==> src/rtl/cpu_multicycle_pkg.sv <==
// Shared opcode/state types and decode helpers for the multi-cycle accumulator core.
package cpu_multicycle_pkg;

    localparam int unsigned OPC_W = 4;

    typedef enum logic [OPC_W-1:0] {
        OP_NOP = 4'h0,
        OP_LDA = 4'h1,
        OP_STA = 4'h2,
        OP_ADD = 4'h3,
        OP_SUB = 4'h4,
        OP_LDI = 4'h5,
        OP_JMP = 4'h6,
        OP_AND = 4'h7,
        OP_OR  = 4'h8,
        OP_XOR = 4'h9,
        OP_JZ  = 4'hA,
        OP_JC  = 4'hB,
        OP_HLT = 4'hF
    } opcode_e;

    typedef enum logic [2:0] {
        ST_FETCH    = 3'd0,
        ST_LOAD_IR  = 3'd1,
        ST_EXEC     = 3'd2,
        ST_MEM_WAIT = 3'd3,
        ST_HALTED   = 3'd4
    } state_e;

    function automatic logic is_mem_op(logic [OPC_W-1:0] op);
        return op inside {OP_LDA, OP_STA, OP_ADD, OP_SUB, OP_AND, OP_OR, OP_XOR};
    endfunction

    function automatic logic is_illegal(logic [OPC_W-1:0] op);
        return op inside {4'hC, 4'hD, 4'hE};
    endfunction

endpackage

==> src/rtl/cpu_multicycle_if.sv <==
// Instruction and data memory bus of the accumulator core.
interface cpu_multicycle_if
    import cpu_multicycle_pkg::*;
#(
    parameter int unsigned DATA_W = 8,
    parameter int unsigned ADDR_W = 4
);
    logic                      imem_en;
    logic [ADDR_W-1:0]         imem_addr;
    logic [ADDR_W+OPC_W-1:0]   imem_rdata;
    logic                      dmem_req;
    logic                      dmem_we;
    logic [ADDR_W-1:0]         dmem_addr;
    logic [DATA_W-1:0]         dmem_wdata;
    logic [DATA_W-1:0]         dmem_rdata;
    logic                      dmem_ack;

    modport master (
        output imem_en, imem_addr, dmem_req, dmem_we, dmem_addr, dmem_wdata,
        input  imem_rdata, dmem_rdata, dmem_ack
    );

    modport slave (
        input  imem_en, imem_addr, dmem_req, dmem_we, dmem_addr, dmem_wdata,
        output imem_rdata, dmem_rdata, dmem_ack
    );
endinterface

==> src/rtl/cpu_alu.sv <==
// Combinational ALU; carry is computed one bit wider than the data path.
module cpu_alu
    import cpu_multicycle_pkg::*;
#(
    parameter int unsigned DATA_W = 8
) (
    input  logic [OPC_W-1:0]  op,
    input  logic [DATA_W-1:0] a,
    input  logic [DATA_W-1:0] b,
    input  logic              c_in,
    output logic [DATA_W-1:0] result,
    output logic              z,
    output logic              c,
    output logic              c_valid
);
    logic [DATA_W:0] w_sum;
    logic [DATA_W:0] w_diff;
    logic            w_carry;

    assign w_sum  = {1'b0, a} + {1'b0, b};
    assign w_diff = {1'b0, a} - {1'b0, b};

    always_comb begin
        result  = a;
        w_carry = 1'b0;
        c_valid = 1'b0;
        case (op)
            OP_LDA, OP_LDI: result = b;
            OP_ADD: begin
                result  = w_sum[DATA_W-1:0];
                w_carry = w_sum[DATA_W];
                c_valid = 1'b1;
            end
            // Top bit of the widened difference is the borrow (a < b).
            OP_SUB: begin
                result  = w_diff[DATA_W-1:0];
                w_carry = w_diff[DATA_W];
                c_valid = 1'b1;
            end
            OP_AND: result = a & b;
            OP_OR:  result = a | b;
            OP_XOR: result = a ^ b;
            default: ;
        endcase
    end

    assign z = (result == '0);
    assign c = c_valid ? w_carry : c_in;

endmodule

==> src/rtl/cpu_multicycle.sv <==
// Multi-cycle accumulator CPU: fetch/decode/execute FSM with handshaked data memory.
module cpu_multicycle
    import cpu_multicycle_pkg::*;
#(
    parameter int unsigned DATA_W = 8,
    parameter int unsigned ADDR_W = 4
) (
    input  logic              clk,
    input  logic              rst_n,
    cpu_multicycle_if.master  bus,
    output logic [ADDR_W-1:0] pc,
    output logic [DATA_W-1:0] acc,
    output logic              flag_z,
    output logic              flag_c,
    output logic              halt,
    output logic              illegal_op
);
    localparam int unsigned IR_W = ADDR_W + OPC_W;

    state_e            r_state;
    logic [IR_W-1:0]   r_ir;
    logic [ADDR_W-1:0] r_pc;
    logic [DATA_W-1:0] r_acc;
    logic              r_flag_z;
    logic              r_flag_c;
    logic              r_halt;
    logic              r_illegal;
    logic              r_dmem_req;
    logic              r_dmem_we;

    logic [OPC_W-1:0]  w_op;
    logic [ADDR_W-1:0] w_operand;
    logic [ADDR_W-1:0] w_pc_inc;
    logic [DATA_W-1:0] w_alu_b;
    logic [DATA_W-1:0] w_alu_res;
    logic              w_alu_z;
    logic              w_alu_c;
    logic              w_alu_c_valid;

    assign w_op      = r_ir[IR_W-1 -: OPC_W];
    assign w_operand = r_ir[ADDR_W-1:0];
    assign w_pc_inc  = r_pc + ADDR_W'(1);
    assign w_alu_b   = (w_op == OP_LDI) ? DATA_W'(w_operand) : bus.dmem_rdata;

    cpu_alu #(.DATA_W(DATA_W)) u_alu (
        .op      (w_op),
        .a       (r_acc),
        .b       (w_alu_b),
        .c_in    (r_flag_c),
        .result  (w_alu_res),
        .z       (w_alu_z),
        .c       (w_alu_c),
        .c_valid (w_alu_c_valid)
    );

    // Main FSM; illegal_op is decoded from the fetched word so it is high exactly in EXEC.
    always_ff @(posedge clk or negedge rst_n) begin
        if (!rst_n) begin
            r_state    <= ST_FETCH;
            r_ir       <= '0;
            r_pc       <= '0;
            r_acc      <= '0;
            r_flag_z   <= 1'b0;
            r_flag_c   <= 1'b0;
            r_halt     <= 1'b0;
            r_illegal  <= 1'b0;
            r_dmem_req <= 1'b0;
            r_dmem_we  <= 1'b0;
        end else begin
            r_illegal <= 1'b0;
            case (r_state)
                ST_FETCH: r_state <= ST_LOAD_IR;
                ST_LOAD_IR: begin
                    r_ir      <= bus.imem_rdata;
                    r_illegal <= is_illegal(bus.imem_rdata[IR_W-1 -: OPC_W]);
                    r_state   <= ST_EXEC;
                end
                ST_EXEC: begin
                    r_state <= ST_FETCH;
                    r_pc    <= w_pc_inc;
                    if (is_mem_op(w_op)) begin
                        r_pc       <= r_pc;
                        r_dmem_req <= 1'b1;
                        r_dmem_we  <= (w_op == OP_STA);
                        r_state    <= ST_MEM_WAIT;
                    end else begin
                        case (w_op)
                            OP_LDI: begin
                                r_acc    <= w_alu_res;
                                r_flag_z <= w_alu_z;
                            end
                            OP_JMP: r_pc <= w_operand;
                            OP_JZ:  if (r_flag_z) r_pc <= w_operand;
                            OP_JC:  if (r_flag_c) r_pc <= w_operand;
                            OP_HLT: begin
                                r_pc    <= r_pc;
                                r_halt  <= 1'b1;
                                r_state <= ST_HALTED;
                            end
                            default: ;
                        endcase
                    end
                end
                ST_MEM_WAIT: begin
                    if (bus.dmem_ack) begin
                        r_dmem_req <= 1'b0;
                        r_dmem_we  <= 1'b0;
                        r_pc       <= w_pc_inc;
                        r_state    <= ST_FETCH;
                        if (w_op != OP_STA) begin
                            r_acc    <= w_alu_res;
                            r_flag_z <= w_alu_z;
                            if (w_alu_c_valid) r_flag_c <= w_alu_c;
                        end
                    end
                end
                ST_HALTED: ;
                default: r_state <= ST_FETCH;
            endcase
        end
    end

    // Fetch strobe is a state decode, gated so it drops as soon as reset asserts.
    assign bus.imem_en    = rst_n && (r_state == ST_FETCH);
    assign bus.imem_addr  = r_pc;
    assign bus.dmem_req   = r_dmem_req;
    assign bus.dmem_we    = r_dmem_we;
    assign bus.dmem_addr  = w_operand;
    assign bus.dmem_wdata = r_acc;

    assign pc         = r_pc;
    assign acc        = r_acc;
    assign flag_z     = r_flag_z;
    assign flag_c     = r_flag_c;
    assign halt       = r_halt;
    assign illegal_op = r_illegal;

endmodule

==> src/flat_wrapper.sv <==
// flat-port wrapper written by rule: the top's interface ports become plain ports
module cpu_multicycle_flat import cpu_multicycle_pkg::*;
#(
    parameter int unsigned DATA_W = 8,
    parameter int unsigned ADDR_W = 4
)
  (clk, rst_n, pc, acc, flag_z, flag_c, halt, illegal_op, bus_imem_en, bus_imem_addr, bus_dmem_req, bus_dmem_we, bus_dmem_addr, bus_dmem_wdata, bus_imem_rdata, bus_dmem_rdata, bus_dmem_ack);
  cpu_multicycle_if #(.DATA_W(DATA_W), .ADDR_W(ADDR_W)) bus_i ();
  input  logic clk;
  input  logic rst_n;
  output logic [ADDR_W-1:0] pc;
  output logic [DATA_W-1:0] acc;
  output logic flag_z;
  output logic flag_c;
  output logic halt;
  output logic illegal_op;
  output wire logic [$bits(bus_i.imem_en)-1:0] bus_imem_en;
  output wire logic [$bits(bus_i.imem_addr)-1:0] bus_imem_addr;
  output wire logic [$bits(bus_i.dmem_req)-1:0] bus_dmem_req;
  output wire logic [$bits(bus_i.dmem_we)-1:0] bus_dmem_we;
  output wire logic [$bits(bus_i.dmem_addr)-1:0] bus_dmem_addr;
  output wire logic [$bits(bus_i.dmem_wdata)-1:0] bus_dmem_wdata;
  input wire logic [$bits(bus_i.imem_rdata)-1:0] bus_imem_rdata;
  input wire logic [$bits(bus_i.dmem_rdata)-1:0] bus_dmem_rdata;
  input wire logic [$bits(bus_i.dmem_ack)-1:0] bus_dmem_ack;
  assign bus_imem_en = bus_i.imem_en;
  assign bus_imem_addr = bus_i.imem_addr;
  assign bus_dmem_req = bus_i.dmem_req;
  assign bus_dmem_we = bus_i.dmem_we;
  assign bus_dmem_addr = bus_i.dmem_addr;
  assign bus_dmem_wdata = bus_i.dmem_wdata;
  assign bus_i.imem_rdata = bus_imem_rdata;
  assign bus_i.dmem_rdata = bus_dmem_rdata;
  assign bus_i.dmem_ack = bus_dmem_ack;
  cpu_multicycle #(.DATA_W(DATA_W), .ADDR_W(ADDR_W)) u_core (.clk(clk), .rst_n(rst_n), .bus(bus_i), .pc(pc), .acc(acc), .flag_z(flag_z), .flag_c(flag_c), .halt(halt), .illegal_op(illegal_op));
endmodule
==> config.mk <==
export PLATFORM = sky130hd
export DESIGN_NAME = cpu_multicycle_flat
export DESIGN_NICKNAME = d
export VERILOG_FILES = /design/src/rtl/cpu_multicycle_pkg.sv /design/src/rtl/cpu_multicycle_if.sv /design/src/rtl/cpu_alu.sv /design/src/rtl/cpu_multicycle.sv /design/src/flat_wrapper.sv
export SDC_FILE = /design/constraint.sdc
export NUM_CORES = 1
export LEC_CHECK = 0
export ABC_AREA = 1
export CAP_MARGIN = 5
export CORE_MARGIN = 5
export CORE_UTILIZATION = 55
export DETAILED_ROUTE_END_ITERATION = 6
export PLACE_DENSITY = 0.82
export SYNTH_ARGS = -nofsm -noshare
export SYNTH_HDL_FRONTEND = slang
export SYNTH_HIERARCHICAL = 1
export SYNTH_SLANG_ARGS = --single-unit
==> constraint.sdc <==
create_clock -name clk -period 4 [get_ports clk]
set_clock_uncertainty 0.15 [all_clocks]
set_input_delay 0.4 -clock clk [delete_from_list [all_inputs] [get_ports clk]]
set_output_delay 0.4 -clock clk [all_outputs]
set_load 0.005 [all_outputs]
# After elaboration in Yosys (flattened, before gate mapping)
# Index checks and enable logic that the tools add are counted.
# Widths: inputs -> output; s select.
# classes
addsub	3
n_eq_ne	26
mux	30
n_bitwise	5
n_reduce_logical	14
# op_table
operator	count
$pmux 8 s6	1
$mux 8	5
$eq 4x4->1 const B	8
$eq 4x3->1 const B	4
$mux 4	4
$pmux 4 s4	1
$pmux 8 s2	1
$pmux 3 s5	1
$add 8x8->9	1
$mux 1	9
$mux 3	3
$sub 8x8->9	1
$and 8x8->8	1
$eq 4x2->1 const B	2
$logic_not 8->1	1
$or 8x8->8	1
$pmux 1 s2	4
$pmux 4 s2	1
$reduce_and 4->1	2
$xor 8x8->8	1
$reduce_bool 7->1	1
$eq 3x2->1 const B	2
$ne 2x1->1 const B	3
$ne 2x2->1 const B	3
14 further kinds	17
# word_totals
ff_bits	29
in_bits	19
out_inout_bits	35
elab_cells	88

# Longest topological paths before layout
# logic_depth
depth_word	8
depth_mapped	21
ltp_nobuf	21

# Hierarchy
# Netlist, hierarchy kept.
# by_module_without_submodules
mod	instances	cells_per_inst	area_per_inst_um2	seq_area_each_um2
cpu_multicycle	1	246	1795.5	725.7
cpu_alu	1	256	1382.6	0.0

# Worst setup path before layout
# Ideal clock, no wire load.
# synth_timing
kind	reg-to-reg
from	register u_core.r_ir[6]
to	register u_core.r_flag_z (netlist: u_core/flag_z)
setup_ns	0.074
arrival_time_ns	2.748
t_required_ns	3.776
slack_ns	1.028
path_stages_with_launch	20
n_path_buf	0
period_less_slack_ns	2.972
path_cell_list	dfrtp_1 nand2_2 nor2_8 inv_4 o21ai_0 inv_1 ha_1 inv_1 nand2_1 nand2_1 and2_1 nor2_1 nor2_1 nand2_1 nand3_1 nand2_1 nand3_1 nor2_1 inv_1 o21ai_2
# synth_via
elab_chain_cells	8
elab_cells_between_ends	28
cone_classes	add/sub: 2; eq/ne: 12; mux: 7; bitwise: 3; reduce/logical: 4
# synth_rtl
item	line_no	rtl
from (decl)	cpu_multicycle.sv:21	logic [IR_W-1:0] r_ir;
from (signal assigned)	cpu_multicycle.sv:74	r_ir <= bus.imem_rdata;
$eq 4x3->1 (*)	cpu_multicycle.sv:43	assign w_alu_b = (w_op == OP_LDI) ? DATA_W'(w_operand) : bus.dmem_rdata;
$mux 8 (*)	cpu_multicycle.sv:43	
via u_core.w_alu_b[1]	cpu_multicycle.sv:34	logic [DATA_W-1:0] w_alu_b;
$sub 8x8->9 (tied with other cells)	cpu_alu.sv:21	assign w_diff = {1'b0, a} - {1'b0, b};
$pmux 8 s6 (*)	cpu_alu.sv:27	case (op)
$logic_not 8->1 (*)	cpu_alu.sv:47	assign z = (result == '0);
via u_core.w_alu_z	cpu_multicycle.sv:36	logic w_alu_z;
$mux 1, on equally long branches	cpu_multicycle.sv:110, cpu_multicycle.sv:87	
$mux 1, on equally long branches	cpu_multicycle.sv:105, cpu_multicycle.sv:81	
$pmux 1 s2 (*)	cpu_multicycle.sv:71	case (r_state)
to (signal assigned)	cpu_multicycle.sv:90	r_flag_z <= w_alu_z;
to (signal assigned)	cpu_multicycle.sv:112	r_flag_z <= w_alu_z;
to (decl)	cpu_multicycle.sv:24	logic r_flag_z;
# The timed path passes the listed nets; every way through them passes the cells marked *. The select of a mux whose other input is x is not followed.
# A chain may end at the register's enable or synchronous reset.

# Worst setup path after layout
# Same ends and word-level chain as after synthesis.

==> run metrics <==
Net Switching=1620 uW; routing usage on met1=33.4%; I/O pin cnt=54; NumNets Final=590; vias in the first global route=2894; Max Cap Viol=0; proportion of layout cells with a drive suffix above 1=9.72%; sequential share of power=20.1%; Cell Rows=27; Ant. Diodes=0; yosys warns=6; Hold Path Class=register to register; Power per Cell Area=816 nW/um^2; final hold slack=312 ps; CP arrival=3610 ps; Critical Path Source Type=register; largest net degree at the start of global routing=30; Critical Path End Type=register; Post-DP HPWL=6770 um; Netlist cell types=38; Cells after Synth=502; status=finished, final reports clean; CTS tree=done; Hold Buf Count CTS=0; fin crit period=3550 ps; met3 Resource Use GR=3.75%; post-CTS sizing=0; FF+latch count, synth=29; total CTS buffers=5; gr ovfl total=0; Worst Hold Launch=u_core/halt$_DFFE_PN0P_; Clock Sinks=29; busiest grt layer=met2; post-route ant nets=0; RSZ-0062 raised after global routing=false; Seq/Total Area, Yosys=22.8%; GRT Resource Usage Total=23.8%; Slew Limit Fails=0; Syn Area/Cell=6.33 sq um; CTS Buffer Depth=2; crit-path max FO=10; Port Buffers=53; drt wl/cell=14.2 um; FMAX=0.282 GHz; Die H=86.0 um; DRC viols=0; postcts setup bufs=0; FF-to-FF Start=u_core/r_ir[6]$_DFFE_PN0P_; FFs w/ async S/R, synth=100%; Synth area leader=dfrtp_1; final setup vio count=0; Post-synth EDFFs=0; Cell Int Power=1470 uW; Comb power frac=69.2%; Worst Hold Path Cells=2; die span in x=86.0 um; DP Worst Slack=512 ps; critical path class=register to register; Hold EP=u_core/halt$_DFFE_PN0P_; first-pass GRT wire length=14000 um; Detailed Route WL=8740 um; Initial Util=57.0%; switching share of power=52.5%; final hold viol count=0; area fraction of the dominant cell type after synthesis=22.8%; measured slew at the worst slew-check pin=835 ps; vias per inst=5.35; area delta synth->final=19.1%; WP data required=4060 ps; Root Buffer=clkbuf_8; final setup TNS=0 ps; FF-to-FF setup slack=450 ps; Via Count=3299; Worst-Skew Late Latency=290 ps; Die ar.=7400 sq um; filler cell count=493; H-tree Lvls=2; GPL Wtd Cong=1.02; number of detailed-route iterations in the first pass=6; Peak VDD IR=0.461 mV; FF-to-FF path depth=18; synthesized area=3180 sq um; clock group share of total power=10.6%; RR Endpoint=u_core/flag_z$_DFFE_PN0P_; clk slew on worst S/H paths=70 ps; core area=5570 sq um; relative slew slack=43.8%; leakage=0.00202 uW; Setup WS post-layout=452 ps; met2 global-route usage=37.8%; initial antenna violation count=0; Syn Nets=548; commonest register cell after synthesis=dfrtp_1; initial DRC count=370; Area contributors post-synth=dfrtp_1, nand2_1, ha_1; Final period util=88.7%
metrics by stage:
| stage | instance area (sq um) | total power [uW] | utilization, % | cells |
|---|---|---|---|---|
| finish | 3790 | 3090 | 67.9 | 617 |
| global route | 3790 | 3370 | 67.9 | 617 |
| CTS | 3790 | 3060 | 67.9 | 617 |
| detailed placement | 3670 | 2720 | 65.8 | 609 |
| global placement | 3670 | 2680 | 65.8 | 609 |
| floorplan | 3180 | 2130 | - | 502 |
registers in the layout, summed over array words and instances (netlist names), 3 cells and up:
register              flops
u_core/r_state            3
u_core/acc                8
u_core/r_ir               8
u_core/bus.imem_addr      4
logic make-up after synthesis:
kind of cell	Yosys count	share of synthesized area, %
AO/OA/AOI/OAI	58	11.7
XOR/XNOR	2	0.551
adder cells (fa/ha/maj)	27	11.1
buffers and inverters	113	15.7
flip-flops	29	22.8
AND/OR/NAND/NOR	273	38.2
placed cells by master, fill, tap and decap left out, types with 6 or more instances in the layout:
cell and n:
nor2_1 45, o21ai_0 18, dfrtp_1 29, inv_1 83, inv_2 9, ha_1 25
clkdlybuf4s50_1 53, nand4_1 7, o21ai_2 9, clkbuf_8 6, nand2_2 6, nand3_1 41
a21oi_1 14, nand2_1 154
worst max path at each step:
stage                                     end                       start  slack [ps]
detailed placement  u_core/flag_z$_DFFE_PN0P_  u_core/r_ir[6]$_DFFE_PN0P_         510
floorplan           u_core/flag_z$_DFFE_PN0P_  u_core/r_ir[6]$_DFFE_PN0P_        1030
finish              u_core/flag_z$_DFFE_PN0P_  u_core/r_ir[6]$_DFFE_PN0P_         450
global placement    u_core/flag_z$_DFFE_PN0P_  u_core/r_ir[6]$_DFFE_PN0P_         630
CTS                 u_core/flag_z$_DFFE_PN0P_  u_core/r_ir[6]$_DFFE_PN0P_         480
global route        u_core/flag_z$_DFFE_PN0P_  u_core/r_ir[6]$_DFFE_PN0P_          70
power groups by stage:
stage	logic, uW	registers (uW)	clock network, uW
6_report	2140	622	329
5_1_grt	2370	650	347
4_1_cts	2110	622	333
3_5_place_dp	2090	625	0
3_3_place_gp	2070	616	0
2_1_floorplan	1550	584	0
Yosys cell counts (4+ instances only):
cell / instances
nand2_2: 6
nand2_1: 154
buf_4: 16
ha_1: 25
nor2_2: 4
o21ai_1: 5
o21ai_2: 9
a21oi_1: 14
inv_2: 9
nand4_1: 7
inv_1: 83
nand3_2: 4
o21ai_0: 18
nor2_1: 45
dfrtp_1: 29
nand3_1: 41
o22ai_1: 5
cell type report:
cell class | instances | area [sq um] | area share [%]
flip-flops and latches | 29 | 726 | 19.2
clock buffers | 6 | 82.6 | 2.18
multi-input cells | 360 | 1950 | 51.6
clock inverters | 2 | 37.5 | 0.991
repair buffers | 54 | 538 | 14.2
inverters | 94 | 358 | 9.45
well taps | 72 | 90.1 | 2.38
critical path, cell delays in order, from the launching register on:
cell and delay [ps]:
dfrtp_1 570, nand2_2 160, nor2_8 200, inv_4 80, o21ai_0 660, inv_1 150
ha_1 350, nand2_1 70, nand2_1 80, and2_1 170, nand3_1 70, nand2_1 60
nor2_1 90, nand3_1 70, nand2_1 90, nand3_1 140, nor2_1 140, inv_1 50
o21ai_2 110
routing by layer:
layer / wire length [um] / share of wire (%)
met1: 3760 / 43
met2: 3980 / 46
met4: 197 / 2.3
met3: 805 / 9.2
met5: 0 / 0
Power figures use the tool's default switching activity.
